**src/rtl/noc_pkg.sv**
```systemverilog
// Shared NoC definitions: flit layout and arbiter state encoding.
package noc_pkg;

  localparam int FLIT_W   = 20;
  localparam int DEST_LSB = 0;
  localparam int DEST_W   = 4;
  localparam int PAY_LSB  = 4;
  localparam int PAY_W    = 16;

  typedef struct packed {
    logic [PAY_W-1:0]  pay;
    logic [DEST_W-1:0] dest;
  } flit_t;

  typedef enum logic {
    IDLE   = 1'b0,
    LOCKED = 1'b1
  } arb_state_t;

endpackage

```
**src/rtl/cluster_uplink_arbiter_rr_pick.sv**
```systemverilog
// Combinational round-robin priority encoder: first set request after ptr, wrapping modulo NREQ.
// Also used by the intra-cluster router arbiters.
module rr_pick #(
  parameter int NREQ = 4,
  parameter int IW   = $clog2(NREQ)
) (
  input  logic [NREQ-1:0] req,
  input  logic [IW-1:0]   ptr,
  output logic [IW-1:0]   idx,
  output logic            found
);

  logic [IW-1:0] cand;

  always_comb begin
    idx   = '0;
    found = 1'b0;
    cand  = '0;
    // ptr itself is visited last, so the most recent owner has lowest priority
    for (int k = 1; k <= NREQ; k++) begin
      cand = IW'((int'(ptr) + k) % NREQ);
      if (!found && req[cand]) begin
        idx   = cand;
        found = 1'b1;
      end
    end
  end

endmodule

```
**src/rtl/cluster_uplink_arbiter.sv**
```systemverilog
// Packet-locked round-robin arbiter for a cluster uplink; 1-cycle grant, then combinational pass-through, 1 idle cycle per tail.
// Backpressure: out_ready goes straight to the granted node's req_ready. UPLINK_ARB_STATS_EN adds per-node packet counters.
module cluster_uplink_arbiter
  import noc_pkg::*;
#(
  parameter int NREQ   = 4,
  parameter int FLIT_W = noc_pkg::FLIT_W
`ifdef UPLINK_ARB_STATS_EN
  , parameter int CNT_W = 16
`endif
) (
  input  logic                      clk,
  input  logic                      rst,
  input  logic [NREQ-1:0]           req_valid,
  input  logic [NREQ*FLIT_W-1:0]    req_flit,
  input  logic [NREQ-1:0]           req_last,
  output logic [NREQ-1:0]           req_ready,
  output logic                      out_valid,
  output logic [FLIT_W-1:0]         out_flit,
  output logic                      out_last,
  output logic [$clog2(NREQ)-1:0]   out_src,
  input  logic                      out_ready,
  output logic                      busy
`ifdef UPLINK_ARB_STATS_EN
  , output logic [NREQ*CNT_W-1:0]   stat_pkts
`endif
);

  localparam int IW = $clog2(NREQ);

  arb_state_t    state, state_nxt;
  logic [IW-1:0] ptr, ptr_nxt;
  logic [IW-1:0] g, g_nxt;
  logic [IW-1:0] pick_idx;
  logic          pick_found;
  logic          tail_xfer;

  rr_pick #(.NREQ(NREQ), .IW(IW)) u_pick (
    .req   (req_valid),
    .ptr   (ptr),
    .idx   (pick_idx),
    .found (pick_found)
  );

  assign tail_xfer = (state == LOCKED) && req_valid[g] && req_last[g] && out_ready;

  always_ff @(posedge clk or posedge rst) begin
    if (rst) begin
      state <= IDLE;
      ptr   <= IW'(NREQ - 1);
      g     <= '0;
    end else begin
      state <= state_nxt;
      ptr   <= ptr_nxt;
      g     <= g_nxt;
    end
  end

  always_comb begin
    state_nxt = state;
    ptr_nxt   = ptr;
    g_nxt     = g;
    req_ready = '0;
    out_valid = 1'b0;
    out_flit  = '0;
    out_last  = 1'b0;
    out_src   = '0;
    busy      = 1'b0;
    case (state)
      IDLE: begin
        // the grant cycle moves no data; the flit appears once LOCKED
        if (pick_found) begin
          g_nxt     = pick_idx;
          state_nxt = LOCKED;
        end
      end
      LOCKED: begin
        busy         = 1'b1;
        out_valid    = req_valid[g];
        out_flit     = req_flit[int'(g)*FLIT_W +: FLIT_W];
        out_last     = req_last[g];
        out_src      = g;
        req_ready[g] = out_ready;
        if (tail_xfer) begin
          ptr_nxt   = g;
          state_nxt = IDLE;
        end
      end
      default: state_nxt = IDLE;
    endcase
  end

`ifdef UPLINK_ARB_STATS_EN
  logic [NREQ-1:0][CNT_W-1:0] pkt_cnt;

  always_ff @(posedge clk or posedge rst) begin
    if (rst) begin
      pkt_cnt <= '0;
    end else if (tail_xfer) begin
      pkt_cnt[g] <= pkt_cnt[g] + CNT_W'(1);
    end
  end

  assign stat_pkts = pkt_cnt;
`endif

endmodule

```
**config.mk**
```make
export PLATFORM = sky130hd
export DESIGN_NAME = cluster_uplink_arbiter
export DESIGN_NICKNAME = d
export VERILOG_FILES = /design/src/rtl/noc_pkg.sv /design/src/rtl/cluster_uplink_arbiter_rr_pick.sv /design/src/rtl/cluster_uplink_arbiter.sv
export SDC_FILE = /design/constraint.sdc
export NUM_CORES = 1
export LEC_CHECK = 0
export ABC_AREA = 1
export BUFFER_PORTS_ARGS = -buffer_cell sky130_fd_sc_hd__buf_2
export CAP_MARGIN = 20
export CORE_MARGIN = 2
export CORE_UTILIZATION = 25
export CTS_BUF_LIST = sky130_fd_sc_hd__clkbuf_8
export CTS_CLUSTER_DIAMETER = 200
export DETAILED_ROUTE_END_ITERATION = 10
export SLEW_MARGIN = 20
export SYNTH_ARGS = -nofsm -noshare
export SYNTH_HDL_FRONTEND = slang
export SYNTH_SLANG_ARGS = --single-unit
```
**constraint.sdc**
```tcl
create_clock -name clk -period 1.8 [get_ports clk]
set_input_delay 0.09 -clock clk [delete_from_list [all_inputs] [get_ports clk]]
set_output_delay 0.09 -clock clk [all_outputs]
set_load 0.005 [all_outputs]
```
==> results of run 1 <==
[flip-flops by register name, summed over array words and instances (netlist names)]
signal and flops:
state 1, ptr 2, g 2
[metal layers]
metal  global-route usage [%]  part of all wire (%)  up-vias  routed length (um)
li1                         -                     -      917                   -
met1                     20.2                    42      759                1770
met2                     30.3                    51       68                2180
met3                     3.32                   6.8        2                 289
met4                     2.78                  0.28        0                  12
met5                        0                     0        -                   0
[timing repair]
| action | CTS | global route |
|---|---|---|
| hold buffers | 1 | 0 |
| hold endpoints to repair | 5 | 0 |
| endpoints found under the setup margin | 0 | 19 |
| resized for setup | 0 | 2 |
[worst min-delay path, delay by kind of cell]
family          cells  cell delay [ns]
buf+inv             1             0.10
simple gates        3             0.24
compound gates      1             0.07
[where the power goes]
part,leakage (nW),total [mW],switching [mW],internal [mW]
clock,0.0269,0.204,0.0573,0.146
sequential,0.0547,0.305,0.122,0.183
combinational,0.976,2.19,1.21,0.972
total,1.06,2.70,1.39,1.30
[cell usage after synthesis]
cell type  instances
or2_1              1
nand2_4            4
inv_1             14
nand3_2            2
o22ai_1            1
a22oi_1           20
nor2_4             1
a21oi_1            3
nor3_1             1
inv_2              5
dfrtp_1            3
nand4_1            2
buf_6              1
nand2_2            7
buf_2              9
nor2_2             2
nand3_1            6
o21ai_1            3
dfstp_2            2
inv_4              1
a31oi_1           20
clkbuf_1           2
nor2_1             7
nand2_1           83
[final cells by class]
cell class / instances / area share (%)
multi-input cells: 163 / 45.6
well taps: 52 / 3.53
clock buffers: 3 / 2.24
flip-flops and latches: 5 / 6.98
inverters: 20 / 4.20
clock inverters: 1 / 0.203
repair buffers: 131 / 37.3
[through the flow]
stage | hold slack, ns | instances
after floorplan | -0.133 | 200
after global placement | -0.00203 | 370
after detailed placement | 0.00183 | 370
after CTS | 0.294 | 375
after global routing | 0.327 | 375
final | 0.293 | 375
[final timing paths]
path / endpoint / slack, ns / cells past startpoint
max: out_flit[2] / 0.17 / 6
min: ptr[1] / 0.29 / 5
max reg2reg: g[1] / 0.23 / 11
min reg2reg: ptr[1] / 0.53 / 2
max in group asynchronous: ptr[0] / 1.24 / 3
min in group asynchronous: state / 0.31 / 3
[kinds of logic after synthesis]
group	Yosys count
AO/OA/AOI/OAI	47
buffers and inverters	32
flip-flops	5
AND/OR/NAND/NOR	116
==> impl_results.md, run 1 <==
* Status: finished, final reports clean
* Drt initial violations at 59
* Main combinational cell family by area after synthesis: simple AND/OR/NAND/NOR gates
* Syn Area/Cell at 5.52 um2
* Drt pass-1 iters at 4
* # diodes at 0
* Largest cells by area after synthesis: nand2_1, a22oi_1, a31oi_1
* CTS root buf: clkbuf_8
* Mapped Area at 1100 um2
* Synth area leader: nand2_1
* Grt ovf at 0
* Final max-slew violation count at 0
* Placement Cell Area at 1780 um2
* Pleak at 1.06 nW
* Worst r2r src: ptr[0]
* Slowest CP cell: dfrtp_1
* Buf+Inv Stages, Crit Path at 3
* Worst-path clk slew at 0.03 ns
* Max cap viols at 0
* Initial Util at 25.7%
* Critical Path Start: g[1]
* Core Rows at 24
* Share of cells above drive strength 1 at 48.9%
* CORE AREA at 4290 um2
* Hpwl dp at 3540 um
* Post-Route WL at 4250 um
* #FFs+latches synth at 5
* Die span in x at 70.5 um
* Overall power at 2.70 mW
* Yosys warnings at 0
* Clock Path Buffers at 2
* Filler cells at 484
* Area of the multi-input gates at 841 um2
* Die Y at 70.5 um
* CP startpoint kind: flop
* First-pass GRT wire length at 6950 um
* Worst EP required at 1.71 ns
* Nets at 415
* Setup CP Type: reg2out
* Crit path arrival time at 1.54 ns
* Final-report setup violation count at 0
* CTS sink count at 5
* Fin crit period at 1.63 ns
* Slew of the pin with the lowest slew margin at 0.228 ns
* Fin util at 43.0%
* Final hold viol count at 0
* Antenna viol nets, final at 0
* CP endpoint kind: output port
* Vias at 1746
* Number of remaining DRC errors at 0
* Worst path top cell family by delay: flip-flops
* Max VDD drop at 0.525 mV
* Commonest cells after routing, fill and taps aside: buf_2, nand2_1, a22oi_1, a31oi_1, inv_1
* Layout Skew at 0.00183 ns
* Avg WL per Cell at 11.3 um
* Simple-gate area share of the yosys netlist at 47.5%
* Post-synthesis xor/xnor area fraction at 0%
* All-layer global routing usage at 16.6%
* Post-synthesis cell count at 200
* Die area at 4970 um2
* Syn_nets at 291
* Gp weighted congestion at 0.770
* Worst-skew pair later-pin latency at 0.22 ns
* Peak Freq at 0.615 GHz
* Setup WS pre-CTS at 0.249 ns
* # IOs at 120
* TritonCTS clock tree: done
* HP Class: in2reg
* Tcrit/Tclk final at 90.4%
* Initial antenna violation count at 0
* Cell area after layout at 1850 um2
* Mux cell area share after synthesis at 0%
* Crit-path max FO at 10
* P per Cell Area at 1460 nW/um2
* Final WS setup at 0.173 ns
* Vias per cell at 4.66
* Area Overhead vs Synth at 67.0%
* Postcts setup bufs at 0
* Adder-Cell Fraction of Synth Area at 0%
* # port buffers at 119
* Max incr delay on CP at 0.45 ns
* Hold Path Origin: req_last[3]
* Largest net degree at the start of global routing at 15
* Critical-path cell list: inv_2 -> nor2_4 -> buf_4 -> nand2_1 -> a31oi_1 -> buf_2
* Total CTS buffers at 3
* Synth Area in Compound Gates at 28.2%
* Commonest non-fill, non-tap cell in the layout: buf_2
* H-tree depth at 1
* Reg area at 129 um2
* RSZ-0062 raised after global routing: no
* Sequential area share after synthesis at 11.6%
* Synth top area share at 28.2%
* Max-slew headroom at 84.8%
* Post-synthesis cell type count at 24
* Setup tns final at 0 ns
* Vias in the first global route at 1630
No activity file was read; power rests on OpenSTA's default activity.
==> run 2: changes to the inputs <==
--- a/config.mk
+++ b/config.mk
@@ -8,6 +8,7 @@
 export ABC_AREA = 1
 export BUFFER_PORTS_ARGS = -buffer_cell sky130_fd_sc_hd__buf_2
 export CAP_MARGIN = 20
+export CORE_ASPECT_RATIO = 1.25
 export CORE_MARGIN = 2
 export CORE_UTILIZATION = 25
 export CTS_BUF_LIST = sky130_fd_sc_hd__clkbuf_8
==> impl_results.md, run 2 (same netlist as run 1, synthesis figures left out) <==
* Total CTS buffers at 3
* Area of the multi-input gates at 841 um2
* CTS sink count at 5
* Max VDD drop at 0.476 mV
* Vias at 1752
* Status: finished, final reports clean
* Cell area after layout at 1850 um2
* CTS root buf: clkbuf_8
* CP startpoint kind: flop
* H-tree depth at 1
* Worst-skew pair later-pin latency at 0.22 ns
* Peak Freq at 0.594 GHz
* Final hold viol count at 0
* Placed Instances at 372
* Post-Route WL at 4430 um
* Vias in the first global route at 1681
* Crit-path max FO at 6
* All-layer global routing usage at 17.8%
* Commonest non-fill, non-tap cell in the layout: buf_2
* Initial Util at 25.5%
* Crit path arrival time at 1.59 ns
* First-pass GRT wire length at 7230 um
* Top Registers: g (2), ptr (2), state (1)
* Setup tns final at 0 ns
* Avg WL per Cell at 11.8 um
* Postcts setup bufs at 0
* HP Class: in2reg
* Fin crit period at 1.68 ns
* Core Rows at 27
* Max cap viols at 0
* Largest net degree at the start of global routing at 22
* Commonest cells after routing, fill and taps aside: buf_2, nand2_1, a22oi_1, a31oi_1, inv_1
* Worst-path clk slew at 0.04 ns
* Die Y at 78.3 um
* Gp weighted congestion at 0.855
* TritonCTS clock tree: done
* Final max-slew violation count at 0
* Reg area at 130 um2
* Max-slew headroom at 83.4%
* Area Overhead vs Synth at 67.4%
* Number of remaining DRC errors at 0
* Tcrit/Tclk final at 93.6%
* Placement Cell Area at 1790 um2
* CORE AREA at 4320 um2
* # port buffers at 119
* Setup CP Type: reg2out
* Initial antenna violation count at 0
* Nets at 411
* Hpwl dp at 3640 um
* Layout Skew at 0.000602 ns
* Finished Layout Cells at 377
* # IOs at 120
* Slew of the pin with the lowest slew margin at 0.248 ns
* Final-report setup violation count at 0
* Drt initial violations at 85
* Vias per cell at 4.65
* Antenna viol nets, final at 0
* Share of cells above drive strength 1 at 48.6%
* Clock Path Buffers at 2
* Reg2Reg Setup Slack at 0.23 ns
* Worst EP required at 1.71 ns
* Grt ovf at 0
* Die span in x at 63.5 um
* Drt pass-1 iters at 4
* Pleak at 1.04 nW
* Filler cells at 499
* # diodes at 0
* P per Cell Area at 1480 nW/um2
* CP endpoint kind: output port
* Die area at 4970 um2
* RSZ-0062 raised after global routing: no
[run 2: changes by cell type in the layout (fill, tap and decap cells not counted), sizes merged]
cell,delta
buf,-4
[run 2: power breakdown]
part	switching [mW]	internal [mW]	total (mW)	leakage [nW]
sequential	0.125	0.185	0.310	0.0534
clock	0.0562	0.146	0.202	0.0269
combinational	1.25	0.972	2.22	0.962
[run 2: worst paths after layout]
path                        startpoint        end  depth (start not counted)
max                               g[1]  out_valid                          9
min                        req_last[3]     ptr[1]                          5
max reg2reg                     ptr[0]       g[1]                         11
min reg2reg                     ptr[1]     ptr[1]                          2
max in group asynchronous          rst     ptr[1]                          3
min in group asynchronous          rst      state                          3
[run 2: timing repair]
item                       in CTS  in global routing
setup endpoints to repair       0                  4
hold buffers                    1                  0
gates resized for setup         0                  3
hold endpoints to repair        5                  0
[run 2: final cells by class]
| class | count | area share, % |
|---|---|---|
| clock inverter | 1 | 0.203 |
| timing repair buffer | 127 | 36.9 |
| multi-input combinational | 163 | 45.5 |
| clock buffer | 3 | 2.23 |
| tap | 58 | 3.92 |
| sequential | 5 | 7.04 |
| inverter | 20 | 4.19 |
[run 2: routing by layer]
layer | part of all wire, % | up-vias | track usage (%) | wire, um
li1 | - | 911 | - | -
met1 | 39 | 767 | 19.1 | 1730
met2 | 54 | 66 | 34.2 | 2370
met3 | 5.3 | 8 | 2.01 | 233
met4 | 2.1 | 0 | 7.83 | 93
met5 | 0 | - | 0 | 0
[run 2: worst max-delay path: stages (launching register included)]
cell     delay (ns)
dfrtp_2        0.45
inv_2          0.10
nor2_2         0.04
buf_4          0.16
nand2_1        0.05
o21ai_1        0.05
or2_1          0.26
inv_1          0.07
nor2_1         0.04
buf_2          0.14
[run 2: per-stage QoR]
stage	worst slack (ns)	power, mW	util [%]	hold WS, ns
final	0.115	2.73	42.8	0.292
after global routing	0.0314	3.02	42.8	0.332
after CTS	0.0852	2.74	42.6	0.286
after detailed placement	0.231	2.52	41.3	-0.0107
after global placement	0.257	2.53	41.3	-0.0104
after floorplan	0.377	1.69	-	-0.133
